===== src/rtl/cpu_ctrl_pkg.sv =====
// Shared types and constants for the 8-bit CPU instruction sequencer.
package cpu_ctrl_pkg;

  localparam int unsigned ADDR_W  = 3;
  localparam int unsigned OP_W    = 4;
  localparam int unsigned INSTR_W = 16;
  localparam int unsigned BYTE_W  = 8;

  typedef enum logic [2:0] {
    FETCH_HI,
    FETCH_LO,
    DECODE,
    EXECUTE,
    HALT
  } state_t;

  localparam logic [OP_W-1:0] OP_NOP = 4'h0;
  localparam logic [OP_W-1:0] OP_LDI = 4'h1;
  localparam logic [OP_W-1:0] OP_ADD = 4'h2;
  localparam logic [OP_W-1:0] OP_SUB = 4'h3;
  localparam logic [OP_W-1:0] OP_JMP = 4'h4;
  localparam logic [OP_W-1:0] OP_JZ  = 4'h5;
  localparam logic [OP_W-1:0] OP_HLT = 4'hF;

  localparam logic [1:0] ALU_PASS = 2'b00;
  localparam logic [1:0] ALU_ADD  = 2'b01;
  localparam logic [1:0] ALU_SUB  = 2'b10;

  // Control word produced by the decoder for one instruction.
  typedef struct packed {
    logic       halt;
    logic       pc_en;
    logic       jump_en;
    logic       reg_we;
    logic [1:0] alu_op;
  } ctrl_t;

  // Jump targets are forced even so the PC stays instruction-aligned.
  function automatic logic [ADDR_W-1:0] jump_target(input logic [INSTR_W-1:0] ins);
    return {ins[ADDR_W-1:1], 1'b0};
  endfunction

endpackage


===== src/rtl/cpu_ctrl_decode.sv =====
// Combinational opcode decoder; its control word is registered by cpu_ctrl_fsm.
module cpu_ctrl_decode
  import cpu_ctrl_pkg::*;
(
  input  logic [OP_W-1:0] opcode,
  input  logic            zero_flag,
  output ctrl_t           ctrl_c
);

  always_comb begin
    ctrl_c       = '0;
    ctrl_c.pc_en = 1'b1;
    case (opcode)
      OP_LDI: begin
        ctrl_c.reg_we = 1'b1;
        ctrl_c.alu_op = ALU_PASS;
      end
      OP_ADD: begin
        ctrl_c.reg_we = 1'b1;
        ctrl_c.alu_op = ALU_ADD;
      end
      OP_SUB: begin
        ctrl_c.reg_we = 1'b1;
        ctrl_c.alu_op = ALU_SUB;
      end
      OP_JMP: ctrl_c.jump_en = 1'b1;
      OP_JZ:  ctrl_c.jump_en = zero_flag;
      OP_HLT: begin
        ctrl_c.pc_en = 1'b0;
        ctrl_c.halt  = 1'b1;
      end
      default: ;  // OP_NOP and unused opcodes 6-E
    endcase
  end

endmodule


===== src/rtl/cpu_ctrl_fsm.sv =====
// Instruction sequencer: two-byte fetch, decode, one-cycle execute, halt.
// Optional CPU_CTRL_SINGLE_STEP_EN adds a step input that gates each instruction fetch.
module cpu_ctrl_fsm
  import cpu_ctrl_pkg::*;
(
  input  logic              clk,
  input  logic              rst,
`ifdef CPU_CTRL_SINGLE_STEP_EN
  input  logic              step,
`endif
  input  logic [ADDR_W-1:0] pc,
  output logic              pc_en,
  output logic              jump_en,
  output logic [ADDR_W-1:0] next_pc_value,
  output logic [ADDR_W-1:0] rom_addr,
  output logic              rom_re,
  input  logic [BYTE_W-1:0] rom_data,
  input  logic              rom_valid,
  input  logic              zero_flag,
  output logic [INSTR_W-1:0] instr,
  output logic              reg_we,
  output logic [1:0]        alu_op,
  output logic              halted
);

  state_t               state, state_n;
  logic [INSTR_W-1:0]   instr_n;
  logic [ADDR_W-1:0]    next_pc_value_n;
  logic                 pc_en_n, jump_en_n, reg_we_n, rom_re_n, halted_n;
  logic [1:0]           alu_op_n;
  logic                 go_c;
  ctrl_t                dec_c;

  cpu_ctrl_decode u_decode (
    .opcode    (instr[INSTR_W-1 -: OP_W]),
    .zero_flag (zero_flag),
    .ctrl_c    (dec_c)
  );

`ifdef CPU_CTRL_SINGLE_STEP_EN
  logic step_q;

  always_ff @(posedge clk or negedge rst) begin
    if (!rst) step_q <= 1'b0;
    else      step_q <= step;
  end

  assign go_c = step & ~step_q;
`else
  assign go_c = 1'b1;
`endif

  // The PC only moves in EXECUTE, so the address follows pc directly and holds during stalls.
  assign rom_addr = (state == FETCH_LO) ? ADDR_W'(pc + ADDR_W'(1)) : pc;

  always_comb begin
    state_n         = state;
    instr_n         = instr;
    next_pc_value_n = next_pc_value;
    rom_re_n        = rom_re;
    halted_n        = halted;
    pc_en_n         = 1'b0;
    jump_en_n       = 1'b0;
    reg_we_n        = 1'b0;
    alu_op_n        = ALU_PASS;
    case (state)
      // rom_re low here means the fetch is not yet armed (after reset or awaiting step).
      FETCH_HI: begin
        if (!rom_re) begin
          rom_re_n = go_c;
        end else if (rom_valid) begin
          instr_n[INSTR_W-1 -: BYTE_W] = rom_data;
          state_n = FETCH_LO;
        end
      end
      FETCH_LO: begin
        if (rom_valid) begin
          instr_n[BYTE_W-1:0] = rom_data;
          rom_re_n = 1'b0;
          state_n  = DECODE;
        end
      end
      DECODE: begin
        if (dec_c.halt) begin
          halted_n = 1'b1;
          state_n  = HALT;
        end else begin
          pc_en_n         = dec_c.pc_en;
          jump_en_n       = dec_c.jump_en;
          reg_we_n        = dec_c.reg_we;
          alu_op_n        = dec_c.alu_op;
          next_pc_value_n = jump_target(instr);
          state_n         = EXECUTE;
        end
      end
      EXECUTE: begin
        rom_re_n = go_c;
        state_n  = FETCH_HI;
      end
      HALT: ;
      default: state_n = FETCH_HI;
    endcase
  end

  always_ff @(posedge clk or negedge rst) begin
    if (!rst) begin
      state         <= FETCH_HI;
      instr         <= '0;
      pc_en         <= 1'b0;
      jump_en       <= 1'b0;
      next_pc_value <= '0;
      rom_re        <= 1'b0;
      reg_we        <= 1'b0;
      alu_op        <= ALU_PASS;
      halted        <= 1'b0;
    end else begin
      state         <= state_n;
      instr         <= instr_n;
      pc_en         <= pc_en_n;
      jump_en       <= jump_en_n;
      next_pc_value <= next_pc_value_n;
      rom_re        <= rom_re_n;
      reg_we        <= reg_we_n;
      alu_op        <= alu_op_n;
      halted        <= halted_n;
    end
  end

endmodule

===== config.mk =====
export PLATFORM = sky130hd
export DESIGN_NAME = cpu_ctrl_fsm
export DESIGN_NICKNAME = d
export VERILOG_FILES = /design/src/rtl/cpu_ctrl_pkg.sv /design/src/rtl/cpu_ctrl_decode.sv /design/src/rtl/cpu_ctrl_fsm.sv
export SDC_FILE = /design/constraint.sdc
export NUM_CORES = 1
export LEC_CHECK = 0
export CORE_MARGIN = 2
export CORE_UTILIZATION = 39
export DETAILED_ROUTE_END_ITERATION = 10
export MAX_ROUTING_LAYER = met4
export PLACE_DENSITY = 0.74
export SLEW_MARGIN = 10
export SYNTH_ARGS = -nofsm -noshare
export SYNTH_HDL_FRONTEND = slang
export SYNTH_SLANG_ARGS = --single-unit

===== constraint.sdc =====
create_clock -name clk -period 1.56 [get_ports clk]
set_clock_uncertainty 0.15 [all_clocks]
set_input_delay 0.156 -clock clk [delete_from_list [all_inputs] [get_ports clk]]
set_output_delay 0.156 -clock clk [all_outputs]
set_load 0.01 [all_outputs]

======== Word level (Yosys, flattened, before mapping) ========
Cells that the tools add are included.
word-level totals
  register bits after elaboration ......... 28
  latch bits .............................. 0
  bits in writable memories ............... 0
  ROM bits ................................ 0
  bits of input ports ..................... 15
  output and inout bits ................... 29
  word-level logic and storage cells ...... 54
  memories kept ........................... 0
cells by class
  add/subtract/negate cells ............... 1
  multiply operators ...................... 0
  divide/modulo/power cells ............... 0
  magnitude comparators ................... 0
  eq/ne operators ......................... 13
  shift-type cells ........................ 0
  multiplexer cells ....................... 19
  bitwise operators ....................... 2
  reductions and logical operators ........ 9
operator list
  kind                                            count
  two-way mux 3 bit                               5
  one-hot mux 3 bit (4 select lines)              1
  one-hot mux 3 bit (3 select lines)              1
  == test 4 x 2 -> 1 bit (second input constant)  2
  == test 4 x 3 -> 1 bit (second input constant)  2
  AND reduction 2 bit                             4
  two-way mux 1 bit                               7
  == test 3 x 2 -> 1 bit (second input constant)  2
  two-way mux 2 bit                               3
  != test 2 bit (second input constant)           3
  == test 4 x 1 -> 1 bit (second input constant)  1
  == test 4 bit (second input constant)           1
  one-hot mux 1 bit (2 select lines)              2
  AND reduction 4 bit                             1
  adder 3 x 1 -> 3 bit (second input constant)    1
  == test 3 x 1 -> 1 bit (second input constant)  1
  == test 3 bit (second input constant)           1
  zero test 3 bit                                 1
  AND reduction 3 bit                             1
  NOT 1 bit                                       2
  nonzero test 2 bit                              1
  OR reduction 2 bit                              1

======== Depth between registers and ports, before layout ========
Gate-level depths: netlist of the first run.
  depth in word-level cells ............... 4
  mapped depth ............................ 5
  gate-level depth less buffers ........... 3

======== Hierarchy ========
From an unflattened synthesis of the first run, not the netlist that was laid out.
second synthesis, totals
  cell total of the unflattened synthesis .. 92
  area total of the unflattened synthesis .. 1,231.2 µm²
by module, submodules not included
  module           times used  cells an instance  area each (µm²)  sequential area each (µm²)
  cpu_ctrl_fsm     1           83                 1,173.6          700.7
  cpu_ctrl_decode  1           9                  57.6             0.0

======== Worst setup path after synthesis of the first run ========
No wires, ideal clock.
  path kind ............................... reg-to-reg
  start point ............................. reg state[2]
  end point ............................... reg instr[10]
  arrival ................................. 1.445 ns
  slack ................................... -0.159 ns
  stages on the path, launching flop included .. 5
  path buffers ............................ 1
  cell sequence ........................... dfrtp_1 -> buf_6 -> nand2b_4 -> nor4b_4 -> mux2_2
between the ends
  longest elaborated chain between the ends .. 2
RTL lines
  element                        RTL line             source
  start, declared                cpu_ctrl_fsm.sv:26   state_t state, state_n;
  start signal, assigned         cpu_ctrl_fsm.sv:117  state <= state_n;
  zero test 3 bit                cpu_ctrl_fsm.sv:66   case (state)
  AND reduction 3 bit (no line)  n/a
  end signal, assigned           cpu_ctrl_fsm.sv:118  instr <= instr_n;
  end, declared                  cpu_ctrl_fsm.sv:20   output logic [INSTR_W-1:0] instr,
No other way between the ends.
A chain may end at the register's enable or synchronous reset.

======== Worst setup path in the final report of the first run ========
  start point ............................. reg state[1]
  end point ............................... out rom_addr[1]
between the ends
  longest elaborated chain between the ends .. 2
RTL lines
  element                 RTL line            source
  == test 3 x 1 -> 1 bit  cpu_ctrl_fsm.sv:54  assign rom_addr = (state == FETCH_LO) ? ADDR_W'(pc + ADDR_W'(1)) : pc;
  two-way mux 3 bit       cpu_ctrl_fsm.sv:54
  end, declared           cpu_ctrl_fsm.sv:15  output logic [ADDR_W-1:0] rom_addr,
No other way between the ends.

==> results.md, run 1 <==
* Status: complete, but fails checks
* Failing checks: negative setup slack
* Multi-input logic area at 589 um2
* Hold Path Class: input port to async pin
* Sum Neg Setup Slack at -3410 ps
* Sequential Area at 703 um2
* RSZ-0062 raised after global routing: true
* Via count at 913
* PD cells at 1850 nW/um2
* Area of the die at 3580 um2
* Startpoint Class: register
* Max VDD drop at 944 uV
* Fin crit share at 113%
* Final WS setup at -208 ps
* GPL Wtd Cong at 0.741
* Worst skew pair latency at 320 ps
* Fin Hold WS at 33.4 ps
* Die height at 59.8 um
* Final net count at 168
* Initial Util at 40.5%
* Fill cells at 228
* Post-DRT Antenna Nets at 0
* Maxcap violations at 0
* WL/cell at 15.2 um
* Num CTS Buffers at 3
* Setup violators final at 21
* Avg Inst Size Synth at 13.5 um2
* Critical path arrival at 1460 ps
* Detailed Routing Iterations Pass 1 at 2
* Largest net degree at the start of global routing at 29
* H-tree depth at 1
* Fin cells at 183
* Antenna violations before repair at 0
* CTS Root Cell: clkbuf_4
* Vias in the first global route at 989
* Global-route wire length before repair at 4320 um
* CTS sink cnt at 28
* Inserted Diodes at 0
* F_max at 566 MHz
* CP Data Required Time at 1250 ps
* Distinct cell type count after synthesis at 31
* Maximum root-to-sink buffer count at 2
* Share of cells above drive strength 1 at 38.0%
* CTS Hold Bufs at 0
* Number of synthesized register bits at 28
* Total grt overflow at 0
* Clock-pin transition on the worst setup and hold timing paths at 140 ps
* Drt drc at 0
* Total chip power at 3.58 mW
* Post-synthesis cell count at 90
* YS warnings at 0
* Synthesized cell area at 1210 um2
* Post-synthesis sequential area ratio at 57.7%
* Port bufs at 42
* Max-slew violations at 0
* I/O pins at 44
* Tmin final at 1770 ps
* Setup CP Type: register to output port
* Total Routing Usage GR at 16.9%
* Syn Nets at 106
* CP Capture Type: output port
* Area grow syn2layout at 59.5%
* DP HPWL at 1920 um
* Detailed Route WL at 2780 um
* Lkg Pwr at 0.982 nW
* CTS tree: yes
* Via density per instance at 4.99
* Initial DRC count at 1
* CP max FO at 3
* Row count at 20
* Core ar. at 3000 um2
* Final hold viol count at 0
* Die Width at 59.8 um
* Dpl cells at 170
worst max-delay path: stages, from the launching register on:
cell and delay (ps):
dfrtp_1 430, nor3b_4 260, mux2_4 330, buf_6 120
through the flow:
step	util (%)	worst slack [ps]	instance area (um2)
2_1_floorplan	-	-118	1210
3_3_place_gp	57.5	-342	1730
3_5_place_dp	57.5	-394	1730
4_1_cts	60.5	-270	1820
5_1_grt	64.5	-333	1940
6_report	64.5	-208	1940
flip-flops by register name (all words and copies together), names as in the netlist:
signal,flops
halted,1
reg_we,1
rom_re,1
pc_en,1
next_pc_value,2
state,3
instr,16
jump_en,1
alu_op,2
timing repair:
item	4_1_cts	5_1_grt
pin swaps	4	3
endpoints found under the hold margin	0	0
setup endpoints to repair	35	31
resized for setup	37	30
buffers inserted	6	5
kinds of logic (layout without fill, tap and decap cells):
logic type,Yosys count,count (layout),synth area share (%)
other,1,1,0.309
adder cells (fa/ha/maj),1,1,1.03
multiplexers,19,19,17.6
buffers and inverters,6,66,3.29
XOR/XNOR,2,2,1.44
flip-flops,28,28,57.7
AND/OR/NAND/NOR,26,26,14.9
AO/OA/AOI/OAI,7,7,3.71
per-layer routing:
layer / global-route usage (%) / up-vias / part of all wire [%]
met5: - / - / 0
met4: 4.76 / 0 / 1.1
met3: 3.46 / 3 / 5.4
met2: 29.7 / 29 / 51
met1: 19.5 / 450 / 42
li1: - / 431 / -
final timing paths:
kind | end | slack, ps | startpoint | cells after the start
max in group asynchronous | instr[14] | 950 | rst | 2
min | instr[0] | 30 | rst | 2
min in group clk | instr[0] | 330 | rom_data[0] | 2
max | rom_addr[1] | -210 | state[1] | 3
max reg2reg | instr[12] | -190 | state[1] | 5
min reg2reg | halted | 370 | halted | 1
where the power goes:
| part | leakage, nW | internal (mW) | switching (mW) | total [mW] |
|---|---|---|---|---|
| combinational | 0.627 | 1.25 | 0.818 | 2.07 |
| sequential | 0.341 | 1.04 | 0.182 | 1.22 |
| clock | 0.0138 | 0.0906 | 0.193 | 0.284 |
| total | 0.982 | 2.39 | 1.19 | 3.58 |
cell usage after synthesis, drive strengths merged:
master,n,share of area [%]
nand4,1,0.52
o21ai,1,0.41
nor2,2,0.62
mux2,19,18
xor2,1,0.72
nor2b,4,2.1
clkbuf,1,0.41
a2bb2oi,1,0.72
nor3b,3,2.3
nand2,5,1.5
xnor2,1,0.72
buf,4,2.6
conb,1,0.31
and2,1,0.52
o21bai,1,0.62
nor4b,1,2.0
nand2b,3,2.2
inv,1,0.31
nor3,2,0.82
and3b,1,0.72
or3b,1,0.72
dfrtp,28,58
o21a,1,0.62
and3,2,1.0
a31oi,1,0.52
ha,1,1.0
a21oi,2,0.82
placed cells by master (no fill, tap or decap), types with 2 or more instances in the layout:
master and n:
clkdlybuf4s50_1 19, and3_1 2, nor2_1 2, nand2b_1 2, buf_4 16, dlymetal6s2s_1 7
nor3b_4 2, buf_2 2, dfrtp_1 26, mux2_4 17, dfrtp_2 2, buf_6 5
clkbuf_4 3, dlygate4sd2_1 13, mux2_2 2, a21oi_1 2, nor2b_1 4, nand2_1 3
cell type report:
cell class              instances  area share, %
well taps                      33           2.13
clock buffers                   3           1.16
inverters                       1          0.194
repair buffers                 62           29.8
flip-flops and latches         28           36.3
multi-input cells              56           30.4
(Power assumes the default switching activity.)
==> run 2, diff against run 1 <==
--- a/config.mk
+++ b/config.mk
@@ -6,10 +6,12 @@
 export NUM_CORES = 1
 export LEC_CHECK = 0
 export CORE_MARGIN = 2
-export CORE_UTILIZATION = 39
+export CORE_UTILIZATION = 41
+export CTS_BUF_LIST = sky130_fd_sc_hd__clkbuf_8
 export DETAILED_ROUTE_END_ITERATION = 10
 export MAX_ROUTING_LAYER = met4
-export PLACE_DENSITY = 0.74
+export PLACE_DENSITY = 0.77
+export SKIP_CTS_REPAIR_TIMING = 1
 export SLEW_MARGIN = 10
 export SYNTH_ARGS = -nofsm -noshare
 export SYNTH_HDL_FRONTEND = slang
==> constraint.sdc (replaced) <==
create_clock -name clk -period 1.56 [get_ports clk]
set_clock_uncertainty 0.15 [all_clocks]
set_input_delay 0.156 -clock clk [delete_from_list [all_inputs] [get_ports clk]]
set_output_delay 0.156 -clock clk [all_outputs]
set_load 0.005 [all_outputs]
==> run 2 against run 1 <==
Compared with the run above: the flow still finishes with violations (negative setup slack); hold slack better by 63 ps; flip-flop and latch count unchanged; setup slack worse by 33 ps; highest routed layer unchanged.
==> results.md, run 2 (same netlist as run 1, synthesis figures left out) <==
* Met2 global-route usage at 28.1% (-1.6 points)
* Hold Path Class: input port to async pin
* Area grow syn2layout at 50.7%
* R2R setup slack at -180 ps (about the same)
* Failing checks: negative setup slack
* F_max at 555 MHz (-1.8%)
* H-tree depth at 1 (unchanged)
* Worst Reg-to-Reg Cells at 5 (unchanged)
* Final WS setup at -241 ps (-32.6 ps)
* Reg with most FFs: instr
* Initial Util at 43.7% (+3.2 points)
* Maxcap violations at 0 (unchanged)
* RSZ-0062 raised after global routing: true
* GRT busiest layer: met2
* Final net count at 160 (-4.8%)
* Setup violators final at 18 (-14%)
* CTS Root Cell: clkbuf_8
* Critical path arrival at 1490 ps (+30 ps)
* Biggest regs: instr: 16 flops, state: 3 flops
* Setup crit end: rom_addr[1]
* Placed cell area at 1730 um2 (-0.15%)
* Share of cells above drive strength 1 at 34.3% (-3.7 points)
* Lkg Pwr at 0.799 nW (-19%)
* Total chip power at 3.41 mW (-4.7%)
* Status: complete, but fails checks
* RR Endpoint: instr[13]
* Via density per instance at 5.03 (+0.80%)
* CP Launch Point: state[2]
* CTS tree: yes
* Design Area, Final at 1830 um2 (-5.6%)
* Clock-pin transition on the worst setup and hold timing paths at 90 ps (-50 ps)
* Num CTS Buffers at 3 (unchanged)
* Setup CP Type: register to output port
* GPL Wtd Cong at 0.761 (+2.6%)
* CTS sink cnt at 28 (unchanged)
* Total Routing Usage GR at 16.3% (-0.63 points)
* Met1 Resource Use GR at 18.4% (-1.1 points)
* Post-DRT Antenna Nets at 0 (unchanged)
* WL/cell at 14.6 um (-3.8%)
* Initial DRC count at 6 (+5)
* Die height at 58.4 um (-2.3%)
* Global-route wire length before repair at 4040 um (-6.6%)
* Drt drc at 0 (unchanged)
* Max VDD drop at 1640 uV (+74%)
* CP max FO at 3 (unchanged)
* Via count at 875 (-4.2%)
* Total grt overflow at 0 (unchanged)
* Final hold viol count at 0 (unchanged)
* Critical R2R Launch: state[2]
* Antenna violations before repair at 0 (unchanged)
* CP Capture Type: output port
* DP HPWL at 1850 um (-3.5%)
* Area of the die at 3410 um2 (-4.6%)
* PD cells at 1860 nW/um2 (+0.92%)
* Row count at 19 (-5.0%)
* Fin cells at 174 (-4.9%)
* Most common cell after layout, fill and taps aside: clkdlybuf4s50_1
* Tmin final at 1800 ps (+32.6 ps)
* Detailed Routing Iterations Pass 1 at 4 (+2)
* GRT met3 Usage at 4.40% (+0.93 points)
* Maximum root-to-sink buffer count at 2 (unchanged)
* Largest net degree at the start of global routing at 29 (unchanged)
* CP Data Required Time at 1250 ps (about the same)
* Core ar. at 2780 um2 (-7.4%)
* Dpl cells at 168 (-1.2%)
* Die Width at 58.4 um (-2.3%)
* Largest register FFs at 16 (unchanged)
* Max-slew violations at 0 (unchanged)
* Fin Hold WS at 96.5 ps (+63.1 ps)
* Fill cells at 228 (unchanged)
* Worst skew pair latency at 270 ps (-50 ps)
* Detailed Route WL at 2540 um (-8.6%)
* Vias in the first global route at 895 (-9.5%)
* I/O pins at 44 (unchanged)
* Startpoint Class: register
* Most frequent cells in the layout: clkdlybuf4s50_1 (38), dfrtp_1 (24), mux2_2 (18)
* Inserted Diodes at 0 (unchanged)
* Fin crit share at 115% (+2.1 points)
* Port bufs at 42 (unchanged)
[run 2: area by class of cell]
cell class / instances / area, um2 / area share (%)
clock buffers: 4 / 55.1 / 3.01
inverters: 1 / 3.75 / 0.205
multi-input cells: 56 / 505 / 27.6
flip-flops and latches: 28 / 706 / 38.6
well taps: 31 / 38.8 / 2.12
repair buffers: 54 / 522 / 28.5
[run 2: through the flow]
step                TNS (ps)  setup WS (ps)  util [%]
floorplan              -1830           -118         -
global placement       -4110           -307      62.0
detailed placement     -4440           -385      62.0
CTS                    -4440           -611      64.0
global route           -3280           -294      65.8
finish                 -2080           -241      65.8
[run 2: power breakdown]
| part | total, mW | internal, mW | switching [mW] |
|---|---|---|---|
| Clock | 0.440 | 0.226 | 0.214 |
| Sequential | 1.28 | 1.05 | 0.226 |
| Combinational | 1.69 | 1.12 | 0.571 |
| Total | 3.41 | 2.40 | 1.01 |
[run 2: layer usage]
layer  wire, um  share of wire [%]  vias up
met5          0                  0        -
met4         23               0.90        0
met3        179                7.0        3
met2       1330                 52       32
met1       1010                 40      421
li1           -                  -      419
[run 2: worst min path at each step]
| stage | endpoint | slack [ps] | depth (start not counted) |
|---|---|---|---|
| after global routing | instr[4] | 130 | 2 |
| after global placement | halted | 330 | 1 |
| after CTS | instr[3] | 100 | 2 |
| after detailed placement | instr[0] | 350 | 1 |
| final | instr[3] | 100 | 2 |
| after floorplan | alu_op[0] | -290 | 0 |
[run 2: critical path, cell delays in order (launching register included)]
cell and delay [ps]:
dfrtp_1 420, nor3b_4 260, buf_6 140, mux2_4 290
clkbuf_2 120
==> RTL edit 1, RTL diff (settings of run 1) <==
Take the reset off `instr` and load it in a clocked block of its own.
--- a/src/rtl/cpu_ctrl_fsm.sv
+++ b/src/rtl/cpu_ctrl_fsm.sv
@@ -105,7 +105,6 @@
   always_ff @(posedge clk or negedge rst) begin
     if (!rst) begin
       state         <= FETCH_HI;
-      instr         <= '0;
       pc_en         <= 1'b0;
       jump_en       <= 1'b0;
       next_pc_value <= '0;
@@ -115,7 +114,6 @@
       halted        <= 1'b0;
     end else begin
       state         <= state_n;
-      instr         <= instr_n;
       pc_en         <= pc_en_n;
       jump_en       <= jump_en_n;
       next_pc_value <= next_pc_value_n;
@@ -126,4 +124,8 @@
     end
   end
 
+  always_ff @(posedge clk) begin
+    instr <= instr_n;
+  end
+
 endmodule
Behaviour: differs if rst is asserted again (counterexample within 4 cycles, from zero or initial values and one cycle with rst low); with rst held inactive, the same outputs for 10 cycles.
==> RTL edit 1 against run 1 <==
The flow still finishes with violations (negative setup slack). Sequential cell count stayed put. Design area is 6.6% lower. Power is 25% lower. Critical path depth is 1 higher. Area after synthesis is 10% lower. Synthesized cell count is 20% lower. Worst setup slack worse by 0.055 ns. Wire length is 14% lower. Fmax is 3.0% lower.
==> RTL edit 1: results (changes against run 1) <==
# fillers 221 (-3.1%); Worst Hold Slack 0.00322 ns (-0.0302 ns); Leak 0.912 nW (-7.1%); met3 global-route usage 3.92% (+0.45 points); Place WS -0.397 ns (-0.00397 ns); syn nets 88 (-17%); Placement Cell Area 1630 sq um (-5.8%); failing checks negative setup slack; worst vdd ir 922 uV (-2.3%); post-layout util 66.8% (+2.3 points); Post-Syn Area per Cell 15.1 sq um (+12%); placed insts 151 (-11%); top post-synthesis cells by area edfxtp_1 (44%), dfrtp_1 (28%), mux2_1 (3.1%), nor2b_1 (2.3%), nor3b_2 (2.3%); met1 Use GR 19.8% (+0.32 points); R2R depth 6 (+1); Reg2Reg Capture Point instr[13]$_DFFE_PP_; Final Wtd Congestion 0.667 (-10%); fin cells 166 (-9.3%); DRT iter0 DRCs 15 (+14); Post-synth EDFFs 16 (+16); run status complete, but fails checks; Commonest cells post-synth edfxtp_1 (16), dfrtp_1 (12), nand2_1 (5); GR Util All Layers 16.1% (-0.85 points); DR pass1 iterations 4 (+2); register area share after synthesis 71.7% (+14 points); vias per inst 4.84 (-3.0%); Netlist cell types 29 (-6.5%); Detailed Route WL 2400 um (-14%); vias in the first global route 802 (-19%); post-route setup TNS -3.45 ns (-0.0421 ns); ys async rst share 42.9% (-57 points); post-route setup slack -0.263 ns (-0.0545 ns); layout cells sized above 1 28.1% (-9.9 points); first-pass GRT wire length 3800 um (-12%); arrival time worst endpoint 1.52 ns (+0.06 ns); Critical Path Max Stage Delay 0.43 ns (about the same); Post-DP HPWL 1640 um (-15%); GR Layer Usage met2 27.2% (-2.4 points); Final setup viols 16 (-24%)
-- RTL edit 1: cells by family after synthesis --
kind of cell / share of synthesized area (%)
multiplexers: 3.10
AND/OR/NAND/NOR: 15.5
adder cells (fa/ha/maj): 1.15
AO/OA/AOI/OAI: 4.14
XOR/XNOR: 1.61
other: 0.344
flip-flops: 71.7
buffers and inverters: 2.41
-- RTL edit 1: what timing repair did --
item	4_1_cts	5_1_grt
setup endpoints to repair	19	38
buffers inserted	7	6
pin swaps	4	4
gates resized for setup	26	20
-- RTL edit 1: worst max path at each step --
| stage | slack (ns) | end | from | cells after the start |
|---|---|---|---|---|
| floorplan | -0.04 | instr[10]$_DFFE_PP_ | state[2]$_DFFE_PN0P_ | 3 |
| global placement | -0.37 | rom_addr[1] | pc[0] | 4 |
| detailed placement | -0.40 | rom_addr[1] | pc[0] | 4 |
| CTS | -0.28 | rom_addr[1] | state[2]$_DFFE_PN0P_ | 4 |
| global route | -0.34 | rom_addr[1] | state[2]$_DFFE_PN0P_ | 4 |
| finish | -0.26 | rom_addr[1] | state[2]$_DFFE_PN0P_ | 4 |
-- RTL edit 1: power breakdown --
group          total [mW]  internal [mW]  switching [mW]
clock               0.470          0.260           0.210
combinational        1.16          0.654           0.503
sequential           1.05          0.981          0.0729
total                2.68           1.89           0.786
-- RTL edit 1: final cells by class --
class                           instances  area share (%)
Clock buffer                            3            1.24
Clock inverter                          1            1.66
Inverter                                1           0.207
Multi-Input combinational cell         40            18.5
Sequential cell                        28            43.1
Tap cell                               31            2.14
Timing Repair Buffer                   62            33.1
-- RTL edit 1: per-layer routing --
layer,vias to the layer above,share of wire (%)
met1,391,39
met4,0,0.46
met2,30,53
li1,380,-
met3,2,6.9
met5,-,0
==> RTL edit 2, RTL diff (settings of run 1) <==
Made on the original files. `ADDR_W`: 3 -> 5.
--- a/src/rtl/cpu_ctrl_pkg.sv
+++ b/src/rtl/cpu_ctrl_pkg.sv
@@ -1,7 +1,7 @@
 // Shared types and constants for the 8-bit CPU instruction sequencer.
 package cpu_ctrl_pkg;
 
-  localparam int unsigned ADDR_W  = 3;
+  localparam int unsigned ADDR_W  = 5;
   localparam int unsigned OP_W    = 4;
   localparam int unsigned INSTR_W = 16;
   localparam int unsigned BYTE_W  = 8;
Ports: changed (resized next_pc_value, pc and rom_addr); port bits go from 44 to 50. The function was not compared with the original's and may differ.
==> RTL edit 2 against run 1 <==
The flow still finishes with violations (negative setup slack). Wire length is 5.3% higher. Area after synthesis increased by 9.0%. Clock power grew 68%. Worst setup slack worse by 0.017 ns. Combinational power decreased by 3%. Critical path depth is 1 higher. Sequential cell count increased by 2. Power up 5.5%. Design area rose by 7.8%. Die area grew 8.3%. Critical endpoint unchanged. Largest cell class unchanged. Highest routed layer unchanged.
==> RTL edit 2: results (changes against run 1) <==
Num CTS Buffers 5 (+2); DR pass1 iterations 3 (+1); post-route setup TNS -4.43 ns (-1.02 ns); cells after synthesis 96 (+6.7%); vias in the first global route 1102 (+11%); DRT iter0 DRCs 31 (+30); GR Util All Layers 16.8% (-0.069 points); fraction of area in multi-input gates 27.5% (-2.9 points); syn nets 114 (+7.5%); Netlist cell types 28 (-9.7%); post-layout util 63.1% (-1.4 points); Place WS -0.430 ns (-0.0362 ns); Met2 Wirelength 1530 um (+7.6%); Critical Path Max Stage Delay 0.40 ns (-0.03 ns); placed insts 200 (+18%); H-tree Lvls 2 (+1); largest registers instr: 16 flops, next_pc_value: 4 flops, state: 3 flops; Commonest cells post-synth dfrtp_1 (30), mux2_2 (21), nand2_1 (5), nor2_1 (5); run status complete, but fails checks; Post-DP HPWL 2130 um (+11%); Final #Nets 185 (+10%); top post-synthesis cells by area dfrtp_1 (57%), mux2_2 (18%), nand2b_4 (2.1%), xnor2_1 (2.0%), nor3b_2 (1.9%); layout cells sized above 1 38.1% (+0.095 points); area share of fa/ha/maj cells after synthesis 0.945% (-0.085 points); Final setup viols 29 (+38%); port bufs 48 (+14%); first-pass GRT wire length 4950 um (+15%); Worst Hold Slack 0.0460 ns (+0.0126 ns); post-route setup slack -0.225 ns (-0.0168 ns); r2r setup slk -0.21 ns (-0.02 ns); crit path max fanout 5 (+2); clock share of power 12.7% (+4.8 points); # fillers 284 (+25%); # resized after CTS 38 (+2.7%); worst vdd ir 1110 uV (+18%); Seq. cell area 754 sq um (+7.3%); Synth Area in XOR/XNOR 2.65% (+1.2 points); Non-Clock Buffer Area Fraction 30.4% (+0.59 points); Worst-path clk slew 0.09 ns (-0.05 ns); DR WL/cell 13.7 um (-10%); arrival time worst endpoint 1.48 ns (+0.02 ns); P_comb 2.00 mW (-3%); Vias 1002 (+9.7%); worst r2r src state[2]$_DFFE_PN0P_; Reg2Reg Capture Point instr[15]$_DFFE_PN0P_; # clk buffers 7 (+4); Placement Cell Area 1930 sq um (+12%); register area share after synthesis 56.7% (-0.96 points); Logic inverters 2 (+1); Final Wtd Congestion 0.742 (+0.12%); Switching Fraction 33.2% (-0.095 points); WL met3 248 um (+65%); seq_cells 30 (+7.1%); Leak 1.08 nW (+10%); failing checks negative setup slack; clk tree area frac 2.87% (+1.7 points); setup bufs post-CTS 7 (+1); vias per inst 4.68 (-6.2%); M1 wire length 1120 um (-5.1%)
## RTL edit 2: changes by cell type in the layout (fill, tap and decap cells not counted), sizes merged, moves of 3 or more
cell          before  now
dlygate4sd2       13    7
clkbuf             3    7
nor2b              4    1
dlymetal6s2s       7   16
nor2               2    5
## RTL edit 2: worst max-delay path by stage
stage / start / to / cells after the start
global placement: pc[1] / rom_addr[4] / 5
CTS: state[2]$_DFFE_PN0P_ / rom_addr[3] / 5
floorplan: state[2]$_DFFE_PN0P_ / instr[10]$_DFFE_PN0P_ / 3
detailed placement: pc[1] / rom_addr[4] / 5
global route: state[2]$_DFFE_PN0P_ / rom_addr[3] / 5
finish: state[2]$_DFFE_PN0P_ / rom_addr[1] / 4
## RTL edit 2: cell families after synthesis
group,after synthesis
buf+inv,4
other cells,1
mux,21
flops,30
xor+xnor,4
compound gates,7
fa+ha+maj,1
simple gates,28
## RTL edit 2: layer usage
layer,up-vias,track usage (%)
met1,477,16.4
met5,-,-
met3,3,7.43
li1,482,-
met2,40,30.3
met4,0,4.72
